===== src/rtl/calc_dm_stage_register.sv =====
// rtl/calc_dm_stage_register.sv - Calc-to-DM pipeline register with multi-cycle load hold
// Opcode 34 loads occupy DM for MEM_LATENCY cycles while StallUp freezes the upstream stages.
module calc_dm_stage_register #(
  parameter int MEM_LATENCY = 2,
  parameter int CNT_W       = 4
) (
  input  logic       Clk,
  input  logic       ResetN,
  input  logic       CalcValid,
  input  logic [5:0] CalcOp,
  input  logic [4:0] CalcDs,
  input  logic       Flush,
  output logic [5:0] DmOp,
  output logic [4:0] DmDs,
  output logic       DmEnable,
  output logic       DmWritesReg,
  output logic       StallUp,
  output logic       MemBusy
);

  localparam logic [5:0]       LOAD_OP  = 6'd34;
  localparam logic [CNT_W-1:0] WAIT_CNT = CNT_W'(MEM_LATENCY - 1);
  localparam logic             HAS_WAIT = (MEM_LATENCY > 1);

  typedef enum logic {
    RUN       = 1'b0,
    LOAD_WAIT = 1'b1
  } dmStateT;

  dmStateT          state;
  logic [CNT_W-1:0] waitCnt;
  logic             captureValid;
  logic             captureWrites;
  logic             startWait;

  function automatic logic isWriteOp(input logic [5:0] op);
    logic w;
    w = 1'b0;
    case (op)
      6'd0, 6'd8, 6'd9, 6'd10, 6'd12, 6'd14, 6'd34: w = 1'b1;
      default: w = 1'b0;
    endcase
    return w;
  endfunction

  always_comb begin
    captureValid  = CalcValid & ~Flush;
    captureWrites = captureValid & isWriteOp(CalcOp) & (CalcDs != 5'd0);
    startWait     = captureValid & (CalcOp == LOAD_OP) & HAS_WAIT;
  end

  // In LOAD_WAIT every DM register holds; Flush is ignored because the load is older than the redirect.
  always_ff @(posedge Clk or negedge ResetN) begin
    if (!ResetN) begin
      state       <= RUN;
      waitCnt     <= '0;
      DmOp        <= '0;
      DmDs        <= '0;
      DmEnable    <= 1'b0;
      DmWritesReg <= 1'b0;
    end else begin
      case (state)
        RUN: begin
          DmOp        <= CalcOp;
          DmDs        <= CalcDs;
          DmEnable    <= captureValid;
          DmWritesReg <= captureWrites;
          if (startWait) begin
            state   <= LOAD_WAIT;
            waitCnt <= WAIT_CNT;
          end
        end
        LOAD_WAIT: begin
          if (waitCnt <= CNT_W'(1)) begin
            state   <= RUN;
            waitCnt <= '0;
          end else begin
            waitCnt <= waitCnt - CNT_W'(1);
          end
        end
        default: begin
          state   <= RUN;
          waitCnt <= '0;
        end
      endcase
    end
  end

  assign StallUp = (state == LOAD_WAIT);
  assign MemBusy = (state == LOAD_WAIT);

endmodule


===== config.mk =====
export PLATFORM = sky130hd
export DESIGN_NAME = calc_dm_stage_register
export DESIGN_NICKNAME = d
export VERILOG_FILES = /design/src/rtl/calc_dm_stage_register.sv
export SDC_FILE = /design/constraint.sdc
export NUM_CORES = 1
export LEC_CHECK = 0
export BUFFER_PORTS_ARGS = -buffer_cell sky130_fd_sc_hd__buf_2
export CORE_MARGIN = 2
export CORE_UTILIZATION = 47
export DETAILED_ROUTE_END_ITERATION = 10
export GPL_TIMING_DRIVEN = 0
export HOLD_SLACK_MARGIN = 0.15
export PLACE_DENSITY_LB_ADDON = 0.25
export SLEW_MARGIN = 40
export SYNTH_ARGS = -nofsm -noshare
export SYNTH_HDL_FRONTEND = slang
export SYNTH_SLANG_ARGS = --single-unit

===== constraint.sdc =====
create_clock -name Clk -period 1.5 [get_ports Clk]
set_input_delay 0.15 -clock Clk [delete_from_list [all_inputs] [get_ports Clk]]
set_output_delay 0.15 -clock Clk [all_outputs]
set_load 0.02 [all_outputs]

* After elaboration in Yosys (flattened, before gate mapping) *
Index checks and enable logic that the tools add are counted.

operators by class
  equal/unequal tests = 7
  $lt $le $gt $ge = 1
  $add $sub $neg = 1
  reduce and logical (&&, ||, !) cells = 3
  bitwise logic cells = 6
  multiplexer cells = 7

operator list
  cell                   number
  $eq A6 B4 Y1 const B   5
  $mux W4                2
  $pmux W4 S2            1
  $reduce_or A7 Y1       1
  $eq A6 B6 Y1 const B   1
  $logic_not A6 Y1       1
  $reduce_bool A5 Y1     1
  $and A1 B1 Y1          4
  $le A4 B1 Y1 const B   1
  $sub A4 B1 Y4 const B  1
  $mux W1                3
  $ne A2 B2 Y1 const B   1
  $not A1 Y1             2
  $pmux W1 S2            1

word-level totals
  bits in registers = 18
  logic and storage cells = 31
  bits of input ports = 15
  output and inout bits = 15

* Longest topological paths before layout *
Gate-level depths: netlist of run 1.

  word-level depth = 5
  mapped depth = 6
  gate-level depth less buffers = 6

* Worst setup path before layout of run 1 *
Ideal clock, no wire load.

  kind = reg2reg
  from = register waitCnt[0]
  to = register waitCnt[3]
  stages on the path, launching flop included = 7
  data arrival time = 1.229 ns
  required time = 1.417 ns
  path slack = 0.189 ns
  setup time = 0.083 ns
  path through = dfrtp_1 > inv_1 > ha_1 > nor2_1 > o31ai_1 > or3_1 > o21ai_0

on the way
  cells in the longest elaborated chain, start to end = 3
  elaborated cells between the ends (all ways) = 4
  those cells by class = 1 x add/sub; 1 x order compare; 2 x mux

ends and longest elaborated chain
  element                                               line    text
  start: declaration                                    31      logic [CNT_W-1:0] waitCnt;
  start signal: assignment                              78      waitCnt <= waitCnt - CNT_W'(1);
  $sub A4 B1 Y4 / $le A4 B1 Y1 (equally long branches)  78, 74
  $mux W4 *                                             74      if (waitCnt <= CNT_W'(1)) begin
  $pmux W4 S2 *                                         62      case (state)

Mark *: on every way between the ends. The rest lies on a longest branch, timed or not.
A chain may end at the register's enable or synchronous reset.

* Final worst setup path of run 1 *
Same ends and word-level chain as after synthesis.

==> results of run 1 <==
==> per-layer routing <==
layer | GRT usage (%) | up-vias | part of all wire (%)
li1 | - | 340 | -
met1 | 23.53 | 327 | 44
met2 | 33.80 | 18 | 51
met3 | 3.175 | 2 | 4.3
met4 | 8.824 | 0 | 0.72
met5 | 0 | - | 0
==> worst max-delay path: cells and delay by family (launching register included) <==
family,cells,cell delay [ns]
fa+ha+maj,1,0.22
flops,1,0.40
simple gates,2,0.49
compound gates,2,0.17
buf+inv,1,0.06
==> synthesized netlist by cell type <==
cell	n	area, um^2
o21ai_0	5	25.02
o31ai_1	2	15.01
a31oi_1	2	12.51
nand4b_1	1	8.760
o32ai_1	1	8.760
o22ai_1	1	6.260
a21oi_1	2	10.01
and4bb_2	1	12.51
buf_4	1	7.510
a22o_1	1	8.760
nor3_1	1	5.000
buf_2	2	10.01
ha_1	2	25.02
or3_1	2	12.51
inv_1	4	15.01
nor2b_1	2	12.51
nor2_1	4	15.01
dfrtp_1	18	450.4
nand2_1	5	18.77
nand2b_1	2	12.51
mux2_2	10	112.6
a2111oi_0	1	8.760
==> final cells by class <==
type,count,area share [%]
repair buffers,42,24.04
flip-flops and latches,18,39.69
multi-input cells,45,29.55
clock buffers,3,1.985
plain buffers,3,1.544
well taps,17,1.874
inverters,4,1.323
==> report_power, final <==
part	leakage [nW]	switching, mW	internal, mW
registers	0.224	0.0116	0.506
logic	0.307	0.0772	0.0752
clock network	0.0138	0.139	0.0932
total	0.545	0.228	0.674
==> state kept, by name, summed over array words and instances, names as in the netlist <==
| signal | cells |
|---|---|
| DmDs | 5 |
| DmOp | 6 |
| MemBusy | 1 |
| DmWritesReg | 1 |
| DmEnable | 1 |
| waitCnt | 4 |
==> metrics by stage <==
stage,worst slack [ns],cells,total power [mW],hold slack [ns]
floorplan,0.1886,70,0.5908,-0.1456
global placement,0.06082,116,0.6460,0.09907
detailed placement,0.008528,116,0.6507,0.1058
CTS,0.05778,131,0.9097,0.1703
global route,0.01567,132,0.9520,0.2091
finish,0.09707,132,0.9024,0.1773
==> worst paths after layout <==
path,from,to,slack (ns),cells after the start
min in group asynchronous,ResetN,DmDs[3]$_DFFE_PN0N_,0.32,2
setup reg to reg,waitCnt[0]$_DFFE_PN0P_,waitCnt[3]$_DFFE_PN0P_,0.1,6
hold / removal,CalcValid,MemBusy$_DFF_PN0_,0.18,3
hold reg to reg,DmEnable$_DFFE_PN0N_,DmEnable$_DFFE_PN0N_,0.50,2
max in group asynchronous,ResetN,DmOp[2]$_DFFE_PN0N_,0.89,2
setup / recovery,waitCnt[0]$_DFFE_PN0P_,waitCnt[3]$_DFFE_PN0P_,0.1,6
==> cells by family (layout without fill, tap and decap cells) <==
family	Yosys count	after routing	synth area share [%]
buffers and inverters	7	52	4.000
AOI/OAI and AO/OA	15	15	11.69
adders and majority gates	2	2	3.076
muxes	10	10	13.85
DFF	18	18	55.38
and+or+nand+nor	18	18	12.00
==> what timing repair did <==
action | CTS | global route
hold buffers | 12 | 0
cloned | 0 | 0
hold endpoints to repair | 29 | 0
endpoints found under the setup margin | 1 | 1
setup buffers | 0 | 1
gates resized for setup | 1 | 0
==> results.yml, run 1 <==
place:
  postPlaceCellArea_um2: 979.7
  dp_hpwl_mm: 1.232
  numPortBuffers: 29
  place.gp.congestion: 0.6987
sta:
  hold_violations: 0
  max_clock_freq_ghz: 0.7128
  rsz0062_at_grt: "false"
  setup_viol: 0
  post-route-period-util_pct: 93.53
  tightest_slew_ns: 0.4136
  clock_skew_ns: 0.001579
  fin_tns_setup_ns: 0
  slew-limit-headroom_pct: 72.43
  finalCriticalPeriod_ns: 1.403
  maxSlewViolCount: 0
global_route:
  grt_pass1_vias: 673
  overflow: 0
  grt_max_degree: 19
  grt_pass1_wl_mm: 2.842
  grt_antenna_before_repair: 0
  grt_use_total_pct: 19.53
floorplanning:
  die_height_um: 45.60
  core_um2: 1670
  die_w_um: 45.60
  ioPinCount: 30
  die_area_um2: 2079
  start_util_pct: 48.69
  rows: 15
synth:
  syn_nets: 87
  synth_warnings: 0
  netlist_instances: 70
  synth.ff_latch_count: 18
  ys_seq_area_share_pct: 55.38
  synthesis.area_um2: 813.3
  ys_types: 22
  syn_avg_cell_area_um2: 11.62
clock_tree:
  clkLatencyLatePin_ns: 0.28
  cts_root_buf: "clkbuf_4"
  cts_inserted_buffers: 3
  clock_sink_count: 18
  ctsLongestPathBuffers: 2
  path_clk_slew_ns: 0.10
  cts_tree: "yes"
  htree_levels: 1
final_layout:
  final_common_cell: "buf_2"
  fin_util_pct: 67.94
  n_fill_cell: 130
  mostFrequentLayoutCells: "buf_2, dfrtp_1, dlygate4sd3_1"
  final_cell_area_um2: 1135
  nNetsFinal: 134
  multi_input_comb_area_um2: 335.3
  seq_area_um2: 450.4
  drive_above_1_share_pct: 41.74
  antenna_cells: 0
  area_growth_syn_to_layout_pct: 39.54
routing:
  drc_errors: 0
  route.final.wire_length_mm: 1.803
  detail_route.wl_per_cell_um: 13.66
  dr.pass1.iters: 4
  num_vias: 687
  via_per_inst: 5.205
  dr.first_iter.drc_count: 4
  ant_nets: 0
job:
  max_cap_violations: 0
worst_hold_path:
  min_path_type: "input pin to flop"
critical_path:
  startpoint_type: "flop"
  critPathMaxFanout: 4
  end_kind: "flop"
  path_cells: "inv_1 -> ha_1 -> nor2_1 -> o31ai_2 -> or3_1 -> o21ai_0"
  slowest_delay_ns: 0.40
  slowest_stage: "dfrtp_1"
  worstPathRequired_ns: 1.71
  arrival_ns: 1.62
  worstSetupPathType: "flop to flop"
outcome:
  outcome: "finished, final reports clean"
pwr:
  pwr_density_cell_nw_per_um2: 795.2
  ir_drop_v: 0.0005480
  leakage_nw: 0.5453
No activity file was read; power rests on OpenSTA's default activity.
==> run 2: changes to the inputs <==
==> constraint.sdc (replaced) <==
create_clock -name Clk -period 1.5 [get_ports Clk]
set_input_delay 0 -clock Clk [delete_from_list [all_inputs] [get_ports Clk]]
set_output_delay 0 -clock Clk [all_outputs]
set_load 0.02 [all_outputs]
==> results.yml, run 2 (synthesized netlist as in run 1, its figures left out) <==
floorplanning:
  rows: 15
  ioPinCount: 30
  start_util_pct: 48.69
  die_area_um2: 2079
  die_w_um: 45.60
  core_um2: 1670
  die_height_um: 45.60
outcome:
  outcome: "finished, final reports clean"
routing:
  dr.first_iter.drc_count: 0
  dr_wl_met3_um: 87
  wl_met1_um: 785
  detail_route.wl_per_cell_um: 13.97
  route.final.wire_length_mm: 1.886
  dr_wl_met2_um: 974
  ant_nets: 0
  drc_errors: 0
  num_vias: 700
  dr.pass1.iters: 1
  via_per_inst: 5.185
  top_layer_used: "met4"
clock_tree:
  cts_root_buf: "clkbuf_4"
  path_clk_slew_ns: 0.10
  clock_sink_count: 18
  htree_levels: 1
  cts_inserted_buffers: 3
  clkLatencyLatePin_ns: 0.29
  ctsLongestPathBuffers: 2
  cts_tree: "yes"
final_layout:
  area_growth_syn_to_layout_pct: 43.23
  antenna_cells: 0
  drive_above_1_share_pct: 40.68
  fin_util_pct: 69.74
  top_register: "DmOp"
  nNetsFinal: 137
  final_cell_area_um2: 1165
  mostFrequentLayoutCells: "buf_2, dfrtp_1, dlygate4sd3_1"
  largest_reg_flops: 6
  final_common_cell: "buf_2"
  n_fill_cell: 126
  instances_no_fill: 135
  top_regs: "DmOp: 6 flops, DmDs: 5 flops, waitCnt: 4 flops"
global_route:
  overflow: 0
  grt_pass1_vias: 709
  grt_max_degree: 19
  grt_antenna_before_repair: 0
  grt_pass1_wl_mm: 3.056
  grt_use_total_pct: 21.18
place:
  place.gp.congestion: 0.6987
  dp.cells: 116
  numPortBuffers: 29
  dp_hpwl_mm: 1.232
  postPlaceCellArea_um2: 979.7
  pre_cts_ws_ns: 0.008528
sta:
  slew-limit-headroom_pct: 72.77
  hold_violations: 0
  setup_viol: 0
  finalWorstSetupSlack_ns: 0.09748
  timing.hold.ws_ns: 0.1576
  max_clock_freq_ghz: 0.7130
  maxSlewViolCount: 0
  post-route-period-util_pct: 93.50
  rsz0062_at_grt: "false"
  finalCriticalPeriod_ns: 1.403
  tightest_slew_ns: 0.4084
  fin_tns_setup_ns: 0
  clock_skew_ns: 0.005091
pwr:
  p_sw_share_pct: 25.91
  seqPwrFrac_pct: 56.5
  clkPwrFrac_pct: 26.2
  comb_power_share_pct: 17.3
  power_mw: 0.9175
  p_sw_mw: 0.2377
  ir_drop_v: 0.0005478
  internal_power_mw: 0.6798
  leakage_nw: 0.5564
  pwr_density_cell_nw_per_um2: 787.6
critical_path:
  worstSetupPathType: "flop to flop"
  end_kind: "flop"
  critPathMaxFanout: 4
  arrival_ns: 1.63
  startpoint_type: "flop"
  worstPathRequired_ns: 1.72
worst_hold_path:
  min_path_type: "input pin to async pin"
job:
  max_cap_violations: 0
[run 2: final timing paths]
path	from	to	slack [ns]	cells after the start
max	waitCnt[0]$_DFFE_PN0P_	waitCnt[3]$_DFFE_PN0P_	0.1	6
min	ResetN	waitCnt[0]$_DFFE_PN0P_	0.16	2
max reg2reg	waitCnt[0]$_DFFE_PN0P_	waitCnt[3]$_DFFE_PN0P_	0.1	6
min reg2reg	DmEnable$_DFFE_PN0N_	DmEnable$_DFFE_PN0N_	0.50	2
max in group asynchronous	ResetN	DmOp[2]$_DFFE_PN0N_	1.05	2
min in group Clk	DmEnable$_DFFE_PN0N_	DmEnable$_DFFE_PN0N_	0.50	2
[run 2: layout make-up]
type                       instances  area [um^2]  share of cell area (%)
buffer                             3        17.52                   1.504
clock buffer                       3        22.52                   1.933
inverter                           4        15.01                   1.289
multi-input combinational         45        335.3                   28.79
sequential                        18        450.4                   38.67
tap                               17        21.27                   1.826
timing repair buffer              45        302.8                   25.99
[run 2: metal layers]
metal	vias to the layer above	track usage, %
li1	348	-
met1	322	25.26
met2	24	36.06
met3	6	3.175
met5	-	0
met4	0	11.76
[run 2: what timing repair did]
item	4_1_cts	5_1_grt
hold buffers	15	0
setup buffers	0	1
gates resized for setup	1	0
setup endpoints to repair	1	1
hold endpoints to repair	33	0
[run 2: worst max-delay path, stage by stage, from the launching register on]
cell	delay, ns
dfrtp_1	0.40
inv_1	0.06
ha_1	0.22
nor2_1	0.14
o31ai_2	0.10
or3_1	0.35
o21ai_0	0.07
[run 2: power groups by stage]
| stage | sequential [mW] | combinational [mW] | clock, mW |
|---|---|---|---|
| final | 0.518 | 0.159 | 0.241 |
| after global routing | 0.521 | 0.175 | 0.267 |
| after CTS | 0.519 | 0.153 | 0.244 |
| after detailed placement | 0.528 | 0.122 | 0 |
| after global placement | 0.527 | 0.119 | 0 |
| after floorplan | 0.549 | 0.0414 | 0 |
==> run 3: changes to the inputs <==
--- a/config.mk
+++ b/config.mk
@@ -7,7 +7,7 @@
 export LEC_CHECK = 0
 export BUFFER_PORTS_ARGS = -buffer_cell sky130_fd_sc_hd__buf_2
 export CORE_MARGIN = 2
-export CORE_UTILIZATION = 47
+export CORE_UTILIZATION = 50
 export DETAILED_ROUTE_END_ITERATION = 10
 export GPL_TIMING_DRIVEN = 0
 export HOLD_SLACK_MARGIN = 0.15
==> constraint.sdc (replaced) <==
create_clock -name Clk -period 1.7 [get_ports Clk]
set_input_delay 0 -clock Clk [delete_from_list [all_inputs] [get_ports Clk]]
set_output_delay 0 -clock Clk [all_outputs]
set_load 0.02 [all_outputs]
==> results.yml, run 3 (synthesized netlist as in run 1, its figures left out) <==
floorplanning:
  core_um2: 1524
  die_w_um: 44.33
  die_height_um: 44.33
  rows: 14
  ioPinCount: 30
  start_util_pct: 53.37
  die_area_um2: 1965
place:
  dp.cells: 115
  place.gp.congestion: 0.7479
  dp_hpwl_mm: 1.252
  numPortBuffers: 29
clock_tree:
  cts_tree: "yes"
  htree_levels: 1
  ctsLongestPathBuffers: 2
  cts-resized-gates: 0
  clock_sink_count: 18
  cts_root_buf: "clkbuf_4"
  clkLatencyLatePin_ns: 0.30
  postCtsSetupRepairBufs: 0
  cts_inserted_buffers: 3
  path_clk_slew_ns: 0.11
sta:
  slew-limit-headroom_pct: 70.48
  post-route-period-util_pct: 87.77
  finalCriticalPeriod_ns: 1.492
  rsz0062_at_grt: "false"
  clock_skew_ns: 0.005052
  tightest_slew_ns: 0.4391
  setup_viol: 0
  fin_tns_setup_ns: 0
  hold_violations: 0
  maxSlewViolCount: 0
  max_clock_freq_ghz: 0.6702
global_route:
  grt_antenna_before_repair: 0
  grt_max_degree: 19
  overflow: 0
  grt_pass1_wl_mm: 2.939
  grt_pass1_vias: 683
  grt_use_total_pct: 21.19
worst_hold_path:
  min_path_type: "input pin to async pin"
pwr:
  leakage_nw: 0.5641
  ir_drop_v: 0.0006344
  pwr_density_cell_nw_per_um2: 738.4
outcome:
  outcome: "finished, final reports clean"
routing:
  via_per_inst: 5.231
  ant_nets: 0
  route.final.wire_length_mm: 1.817
  num_vias: 701
  drc_errors: 0
  dr.first_iter.drc_count: 1
  dr.pass1.iters: 4
  detail_route.wl_per_cell_um: 13.56
final_layout:
  drive_above_1_share_pct: 39.83
  n_fill_cell: 98
  nNetsFinal: 136
  mostFrequentLayoutCells: "buf_2, dfrtp_1, dlygate4sd3_1"
  area_growth_syn_to_layout_pct: 43.23
  largest_reg_flops: 6
  top_regs: "DmOp: 6 flops, DmDs: 5 flops, waitCnt: 4 flops"
  top_register: "DmOp"
  instances_no_fill: 134
  final_common_cell: "buf_2"
  antenna_cells: 0
critical_path:
  arrival_ns: 1.67
  worstPathRequired_ns: 1.88
  worstSetupPathType: "flop to flop"
  critPathMaxFanout: 5
  end_kind: "flop"
  critPathLaunch: "waitCnt[0]$_DFFE_PN0P_"
  timing.rr.start: "waitCnt[0]$_DFFE_PN0P_"
  startpoint_type: "flop"
job:
  max_cap_violations: 0
## run 3: cell types whose count changed in the layout (fill, tap and decap cells not counted)
cell / before / now
buf_4: 2 / 1
clkbuf_8: 0 / 1
o31ai_1: 1 / 2
o31ai_2: 1 / 0
## run 3: worst max-delay path, stage by stage, from the launching register on
cell and delay [ns]:
dfrtp_1 0.43, inv_1 0.07, ha_1 0.18, nor2_1 0.06, o31ai_1 0.38, or3_1 0.17
o21ai_0 0.09
## run 3: power by group
part	leakage (nW)	internal [mW]	switching, mW	total, mW
combinational	0.319	0.0680	0.0678	0.136
sequential	0.224	0.446	0.0106	0.457
clock	0.0210	0.131	0.137	0.267
total	0.564	0.645	0.215	0.860
## run 3: timing repair
item | 4_1_cts | 5_1_grt
endpoints found under the hold margin | 33 | 0
hold buffers | 15 | 0
endpoints found under the setup margin | 0 | 0
## run 3: area by class of cell
class	count	area, um^2	share of cell area (%)
Inverter	4	15.01	1.289
Buffer	3	17.52	1.504
Timing Repair Buffer	44	295.3	25.35
Multi-Input combinational cell	45	330.3	28.36
Tap cell	16	20.02	1.719
Sequential cell	18	450.4	38.67
Clock buffer	4	36.28	3.115
## run 3: stage by stage
step / total power, mW / hold slack [ns] / area [um^2] / utilization, % / worst slack, ns
CTS: 0.8651 / 0.1642 / 1165 / 76.44 / 0.1870
global route: 0.8972 / 0.1874 / 1165 / 76.44 / 0.03932
finish: 0.8602 / 0.1409 / 1165 / 76.44 / 0.2078
detailed placement: 0.5752 / -0.04238 / 978.4 / 64.20 / 0.2029
floorplan: 0.5213 / -0.2956 / 813.3 / - / 0.3886
global placement: 0.5696 / -0.05093 / 978.4 / 64.20 / 0.2662
## run 3: per-layer routing
metal | vias to the layer above | share of wire [%] | GRT usage, %
met2 | 19 | 53 | 39.12
li1 | 347 | - | -
met4 | 0 | 1.9 | 9.091
met5 | - | 0 | 0
met3 | 4 | 4.1 | 2.857
met1 | 331 | 41 | 24.20
## run 3: worst paths after layout
kind                                          endpoint  slack, ns  cells past startpoint
worst min register to register     DmOp[3]$_DFFE_PN0N_       0.50                      2
max in group asynchronous       waitCnt[0]$_DFFE_PN0P_       1.27                      2
worst min-delay path               DmDs[1]$_DFFE_PN0N_       0.14                      2
min in group Clk                   DmDs[0]$_DFFE_PN0N_       0.48                      3
worst max-delay path            waitCnt[3]$_DFFE_PN0P_       0.21                      6
worst max register to register  waitCnt[3]$_DFFE_PN0P_       0.21                      6
